File: src/rtl/lut_neuron_bank.sv
// Bank of runtime-writable truth-table neurons with a one-deep registered stream output.
// Optional table readback port enabled by defining LUT_READBACK_EN.
module lut_neuron_bank #(
    parameter int N_NEURONS   = 4,
    parameter int IN_BITS     = 8,
    parameter int OUT_BITS    = 1,
    parameter int NEURON_BITS = (N_NEURONS > 1) ? $clog2(N_NEURONS) : 1
) (
    input  logic                          clk,
    input  logic                          rst,
    input  logic                          in_valid,
    output logic                          in_ready,
    input  logic [N_NEURONS*IN_BITS-1:0]  in_data,
    output logic                          out_valid,
    input  logic                          out_ready,
    output logic [N_NEURONS*OUT_BITS-1:0] out_data,
    input  logic                          cfg_we,
    output logic                          cfg_ready,
    input  logic [NEURON_BITS-1:0]        cfg_neuron,
    input  logic [IN_BITS-1:0]            cfg_addr,
    input  logic [OUT_BITS-1:0]           cfg_wdata,
`ifdef LUT_READBACK_EN
    input  logic                          cfg_re,
    output logic                          cfg_rvalid,
    output logic [OUT_BITS-1:0]           cfg_rdata,
    output logic                          cfg_rbusy,
`endif
    output logic                          busy
);

    localparam int DEPTH = 1 << IN_BITS;
    localparam logic [IN_BITS:0] CLR_LAST = (IN_BITS + 1)'(DEPTH - 1);

    typedef enum logic {CLEAR, RUN} state_t;

    state_t                          state;
    state_t                          next_state;
    logic [IN_BITS:0]                clr_addr;
    logic [IN_BITS:0]                next_clr_addr;
    logic                            in_fire;
    logic                            cfg_fire;
    logic [N_NEURONS*OUT_BITS-1:0]   lookup;
    logic [OUT_BITS-1:0]             tables [N_NEURONS][DEPTH];

    always_ff @(posedge clk or posedge rst) begin
        if (rst) begin
            state    <= CLEAR;
            clr_addr <= '0;
        end else begin
            state    <= next_state;
            clr_addr <= next_clr_addr;
        end
    end

    always_comb begin
        next_state    = state;
        next_clr_addr = clr_addr;
        case (state)
            CLEAR: begin
                next_clr_addr = clr_addr + 1'b1;
                if (clr_addr == CLR_LAST) begin
                    next_state = RUN;
                end
            end
            RUN: begin
                next_state = RUN;
            end
        endcase
    end

    assign busy      = (state == CLEAR);
    assign cfg_ready = (state == RUN);
    assign in_ready  = (state == RUN) && (!out_valid || out_ready);
    assign in_fire   = in_valid && in_ready;
    assign cfg_fire  = cfg_we && cfg_ready;

    // Clearing and config writes share the single write port; out-of-range neurons match no table.
    always_ff @(posedge clk) begin
        for (int k = 0; k < N_NEURONS; k++) begin
            if (busy) begin
                tables[k][clr_addr[IN_BITS-1:0]] <= '0;
            end else if (cfg_fire && (int'(cfg_neuron) == k)) begin
                tables[k][cfg_addr] <= cfg_wdata;
            end
        end
    end

    always_comb begin
        lookup = '0;
        for (int k = 0; k < N_NEURONS; k++) begin
            lookup[k*OUT_BITS +: OUT_BITS] = tables[k][in_data[k*IN_BITS +: IN_BITS]];
        end
    end

    // The lookup reads the tables before this edge's write lands, giving read-before-write.
    always_ff @(posedge clk or posedge rst) begin
        if (rst) begin
            out_valid <= 1'b0;
            out_data  <= '0;
        end else if (in_fire) begin
            out_valid <= 1'b1;
            out_data  <= lookup;
        end else if (out_ready) begin
            out_valid <= 1'b0;
        end
    end

`ifdef LUT_READBACK_EN
    logic [OUT_BITS-1:0] rd_sel;
    logic                rd_fire;

    assign rd_fire   = cfg_re && cfg_ready && !cfg_we;
    assign cfg_rbusy = busy;

    always_comb begin
        rd_sel = '0;
        for (int k = 0; k < N_NEURONS; k++) begin
            if (int'(cfg_neuron) == k) begin
                rd_sel = tables[k][cfg_addr];
            end
        end
    end

    always_ff @(posedge clk or posedge rst) begin
        if (rst) begin
            cfg_rvalid <= 1'b0;
            cfg_rdata  <= '0;
        end else begin
            cfg_rvalid <= rd_fire;
            if (rd_fire) begin
                cfg_rdata <= rd_sel;
            end
        end
    end
`endif

endmodule

File: config.mk
export PLATFORM = sky130hd
export DESIGN_NAME = lut_neuron_bank
export DESIGN_NICKNAME = d
export VERILOG_FILES = /design/src/rtl/lut_neuron_bank.sv
export SDC_FILE = /design/constraint.sdc
export NUM_CORES = 2
export LEC_CHECK = 0
export CORE_MARGIN = 3
export CORE_UTILIZATION = 25
export DETAILED_ROUTE_END_ITERATION = 8
export GPL_ROUTABILITY_DRIVEN = 0
export MAX_ROUTING_LAYER = met4
export SLEW_MARGIN = 25
export SYNTH_ARGS = -nofsm -noshare
export SYNTH_HDL_FRONTEND = slang
export SYNTH_SLANG_ARGS = --single-unit
File: constraint.sdc
create_clock -name clk -period 3.4 [get_ports clk]
set_input_delay 0.68 -clock clk [delete_from_list [all_inputs] [get_ports clk]]
set_output_delay 0.68 -clock clk [all_outputs]
set_load 0.05 [all_outputs]
== After elaboration in Yosys (flattened, before gate mapping) ==
Memory sizes are Yosys's and may differ from the RTL's.
Cells that the tools add are included.

* Add/sub/neg operators: 1
* Reductions and logical operators: 13
* Bitwise gates (word level): 1031
* Multiplexer cells: 1057
* $lt $le $gt $ge: 8
* Equality and inequality tests: 4

{| class="wikitable"
|+ Operator list
! operator !! number
|-
| $mux 256 || 5
|-
| $mux 1 || 1045
|-
| $or 1x1->1 || 1024
|-
| $ge 9x9->1 const B || 6
|-
| $not 8->9 || 6
|-
| $bmux 1 s8 || 4
|-
| $lt 9x1->1 const B || 2
|-
| $demux 1 s8 || 2
|-
| $add 9x1->9 const B || 1
|-
| $eq 9x8->1 const B || 1
|-
| $logic_and 1x1->1 || 9
|-
| $eq 2x2->1 const B || 2
|-
| $eq 2x1->1 const B || 1
|-
| $logic_not 2->1 || 1
|-
| $pmux 1 s2 || 1
|-
| $reduce_bool 2->1 || 1
|-
| $logic_not 1->1 || 1
|-
| $logic_or 1x1->1 || 1
|-
| $not 1->1 || 1
|}

* Output and inout port bits: 8
* Flip-flop bits (word level): 15
* Logic and storage cells: 2119
* Memories kept: 1
* Input port bits: 48
* Bits in writable memories: 1024

{| class="wikitable"
|+ Memories
! memory !! words !! bits a word !! rd ports !! clocked after Yosys merged registers in !! write ports !! line !! text
|-
| tables || 4 || 256 || 4 || 0 || 4 || 43 || <nowiki>logic [OUT_BITS-1:0] tables [N_NEURONS][DEPTH];</nowiki>
|}

== Logic depth before layout (Yosys ltp) ==
* Depth after elaboration: 7
* Gate-level depth with buffers: 11
* Gate-level depth less buffers: 6

== Worst setup path before layout ==
No wires, ideal clock.

* Path kind: input-to-reg
* Start point: input in_data[0]
* End point: register out_data[0]
* Path slack: 0.887 ns
* Arrival time: 2.384 ns
* Data required time: 3.270 ns
* Buffers on the path: 3
* Library setup time: 0.130 ns
* Stages on the path: 9
* Cell sequence: buf_6 > buf_12 > buf_6 > mux4_2 > a22o_1 > nor4_2 > a211oi_1 > a32oi_1 > o31ai_1

* Word-level cells in the longest chain between the ends: 4

{| class="wikitable"
|+ RTL lines
! item !! line !! text
|-
| from (decl) || 13 || <nowiki>input logic [N_NEURONS*IN_BITS-1:0] in_data,</nowiki>
|-
| $not 8->9 (implied by the code) || 91 || <nowiki>lookup[k*OUT_BITS +: OUT_BITS] = tables[k][in_data[k*IN_BITS +: IN_BITS]];</nowiki>
|-
| $bmux 1 s8 || 91 ||
|-
| $mux 1 (implied by the code) (2 in a row) || 91 ||
|-
| to (signal assigned) || 102 || <nowiki>out_data <= lookup;</nowiki>
|-
| to (decl) || 16 || <nowiki>output logic [N_NEURONS*OUT_BITS-1:0] out_data,</nowiki>
|}

No other way between the ends. The select of a mux whose other input is x is not followed.
A chain may end at the register's enable or synchronous reset.

== Final worst setup path ==
* Start point: register state, in the netlist cfg_ready
* End point: output busy

* Word-level cells in the longest chain between the ends: 1

{| class="wikitable"
|+ RTL lines
! item !! line !! text
|-
| from (decl) || 36 || <nowiki>state_t state;</nowiki>
|-
| from (signal assigned) || 50 || <nowiki>state <= next_state;</nowiki>
|-
| $not 1->1 || -- ||
|-
| to (decl) || 28 || <nowiki>output logic busy</nowiki>
|}

No other way between the ends.

==> impl_metrics.py <==
metrics = {
    "status": {
        "status": "finished clean",
    },
    "sta": {
        "tightest_slew_ns": 0.865,
        "setup_viol": 0,
        "hold_viol": 0,
        "relSlewSlack": 0.421,
        "max_freq_ghz": 0.305,
        "fin_crit_ns": 3.28,
        "fin_hold_ws_ns": 0.532,
        "post-route-period-util": 0.965,
        "slew_viol_final": 0,
        "skew_ns": 0.0444,
        "fin_ws_ns": 0.117,
        "rsz0062_at_grt": "false",
        "fin_setup_tns_ns": 0,
    },
    "clock_tree": {
        "h-tree-depth": 3,
        "clockBufferDepth": 3,
        "clkTransAtPathRegs_ns": 0.06,
        "root_buffer": "clkbuf_16",
        "cts_resized": 1,
        "cts_buffers": 111,
        "cts_setup_buffers": 0,
        "clk_latency_ns": 0.73,
        "cts_tree": "done",
        "holdBufCountCts": 0,
        "cts.sinks": 1039,
    },
    "synth": {
        "yosys.area.top_type": "edfxtp_1",
        "netlist_area_um2": 53100,
        "synth_common_cells": "nor2_1 (1084), o21ai_0 (1032), edfxtp_1 (1024)",
        "synth-async-reset-ratio": 0.0144,
        "syn_inst": 4867,
        "ys_seq_elements": 1039,
        "synth_nets": 4920,
        "ys_types": 73,
        "synth_top_area_share": 0.579,
        "yosys.cell_count.top_type": "nor2_1",
        "avgSynthCellArea_um2": 10.9,
        "synth_edf_count": 1024,
        "synthTopCellsByArea": "edfxtp_1 (58%), o21ai_0 (9.7%), mux4_2 (8.6%)",
        "seq_area_frac_synth": 0.586,
        "ys.flop_type": "edfxtp_1",
        "yosysWarnings": 0,
    },
    "run": {
        "drv_cap": 0,
    },
    "min_path": {
        "hold_class": "in -> async",
    },
    "drt": {
        "vias_per_cell": 5.56,
        "drt-total-wl_um": 208000,
        "postRouteAntennaNets": 0,
        "wl_per_cell_um": 26.7,
        "drt_iter0_markers": 6963,
        "drt_pre_antenna_iters": 8,
        "vias": 43300,
        "remaining_drc_errors": 0,
    },
    "place": {
        "dp_hpwl_um": 138000,
        "portBuffers": 55,
        "dpl-instance-area_um2": 58300,
        "placed_cells": 7565,
        "pre_cts_slack_ns": -0.116,
    },
    "worst_setup_path": {
        "critPathLaunchType": "flip-flop",
        "worstPathRequired_ns": 2.72,
        "r2r-end": "tables[1][403]",
        "cpPeakStageDelay_ns": 0.89,
        "worstReg2RegStart": "cfg_ready",
        "rr_worst_depth": 6,
        "crit_type": "reg -> out",
        "cp_slowest_cell": "clkdlybuf4s50_1",
        "path_max_fanout": 14,
        "path_cells": "inv_1 -> clkdlybuf4s50_1",
        "end_kind": "output port",
        "rrSetupSlack_ns": 0.87,
        "crit_arrival_ns": 2.60,
    },
    "grt": {
        "gr-total-overflow": 0,
        "grt_usage": 0.190,
        "grt_pass1_vias": 40500,
        "antenna_found_initial": 11,
        "grt_pass1_wl_um": 293000,
        "grt_max_degree": 90,
    },
    "floorplanning": {
        "die_h_um": 467,
        "start_util": 0.253,
        "io_pins": 56,
        "die_area_um2": 218000,
        "rows": 168,
        "core_um2": 210000,
        "die_x_um": 467,
    },
    "pwr": {
        "ir_drop_v": 0.000425,
        "p_total_mw": 27.0,
        "p_leak_nw": 15.5,
        "power_density_nw_per_um2": 437,
    },
    "cells_and_area": {
        "instances_no_fill": 7786,
        "layout-drive-gt1-share": 0.142,
        "nNetsFinal": 4926,
        "area_growth_pct": 16.3,
        "design_area_um2": 61800,
        "utilization": 0.294,
    },
}
-- placed cells by master (no fill, tap or decap), types with 15 or more instances in the layout --
master and n:
a22oi_1 32, o21ai_0 1032, mux2i_1 83, buf_4 189
buf_12 76, clkdlybuf4s50_1 37, and2_1 20, nor2b_1 21
clkbuf_1 27, nand2b_1 29, clkbuf_16 113, mux4_2 202
nor3_1 20, clkinv_1 28, edfxtp_1 1024, nand3_1 24
nor2_1 1075, clkinv_2 25, o22ai_1 17, mux2_2 30
mux4_1 15, nand2_1 570, nor3_2 16
-- how the worst max path moves through the flow --
| stage | start | end | slack [ns] |
|---|---|---|---|
| 2_1_floorplan | in_data[0] | out_data[0] | 0.89 |
| 3_3_place_gp | in_data[0] | out_data[0] | -0.11 |
| 3_5_place_dp | in_data[0] | out_data[0] | -0.12 |
| 4_1_cts | cfg_ready | busy | 0.13 |
| 5_1_grt | cfg_ready | busy | 0.15 |
| 6_report | cfg_ready | busy | 0.12 |
-- area by class of cell --
cell class / instances / area [um^2]
multi-input cells: 3396 / 20300
clock buffers: 140 / 2930
repair buffers: 309 / 3350
fillers: 21300 / 149000
flip-flops and latches: 1039 / 31100
diodes: 14 / 35.0
clock inverters: 67 / 508
well taps: 2805 / 3510
inverters: 16 / 60.1
-- cell families (layout without fill, tap and decap cells) --
logic type | after synthesis | in the layout | share of synthesized area
compound gates | 1184 | 1184 | 0.119
other cells | 0 | 14 | 0
flops | 1039 | 1039 | 0.586
xor+xnor | 7 | 7 | 0.00115
fa+ha+maj | 5 | 5 | 0.00118
buf+inv | 432 | 532 | 0.0354
simple gates | 1870 | 1870 | 0.142
mux | 330 | 330 | 0.115
-- power breakdown --
part	switching [mW]	internal, mW	total, mW
Sequential	0	13.8	13.8
Combinational	0.829	0.407	1.24
Clock	5.32	6.60	11.9
-- routing by layer --
| layer | part of all wire | track usage | vias up |
|---|---|---|---|
| met5 | 0 | - | - |
| met4 | 0.068 | 0.114 | 0 |
| met3 | 0.13 | 0.0440 | 673 |
| met2 | 0.44 | 0.276 | 3468 |
| met1 | 0.36 | 0.239 | 21300 |
| li1 | - | - | 17800 |
-- worst max-delay path: cells and delay by family, from the launching register on --
| kind | cells | cell delay (ns) |
|---|---|---|
| buffers and inverters | 2 | 1.30 |
| DFF | 1 | 0.57 |
-- sequential cells by signal, summed over array words and instances, names as in the netlist --
register	flops
clr_addr	9
tables	1024
out_data	4
out_valid	1
cfg_ready	1
(Power assumes the default switching activity.)
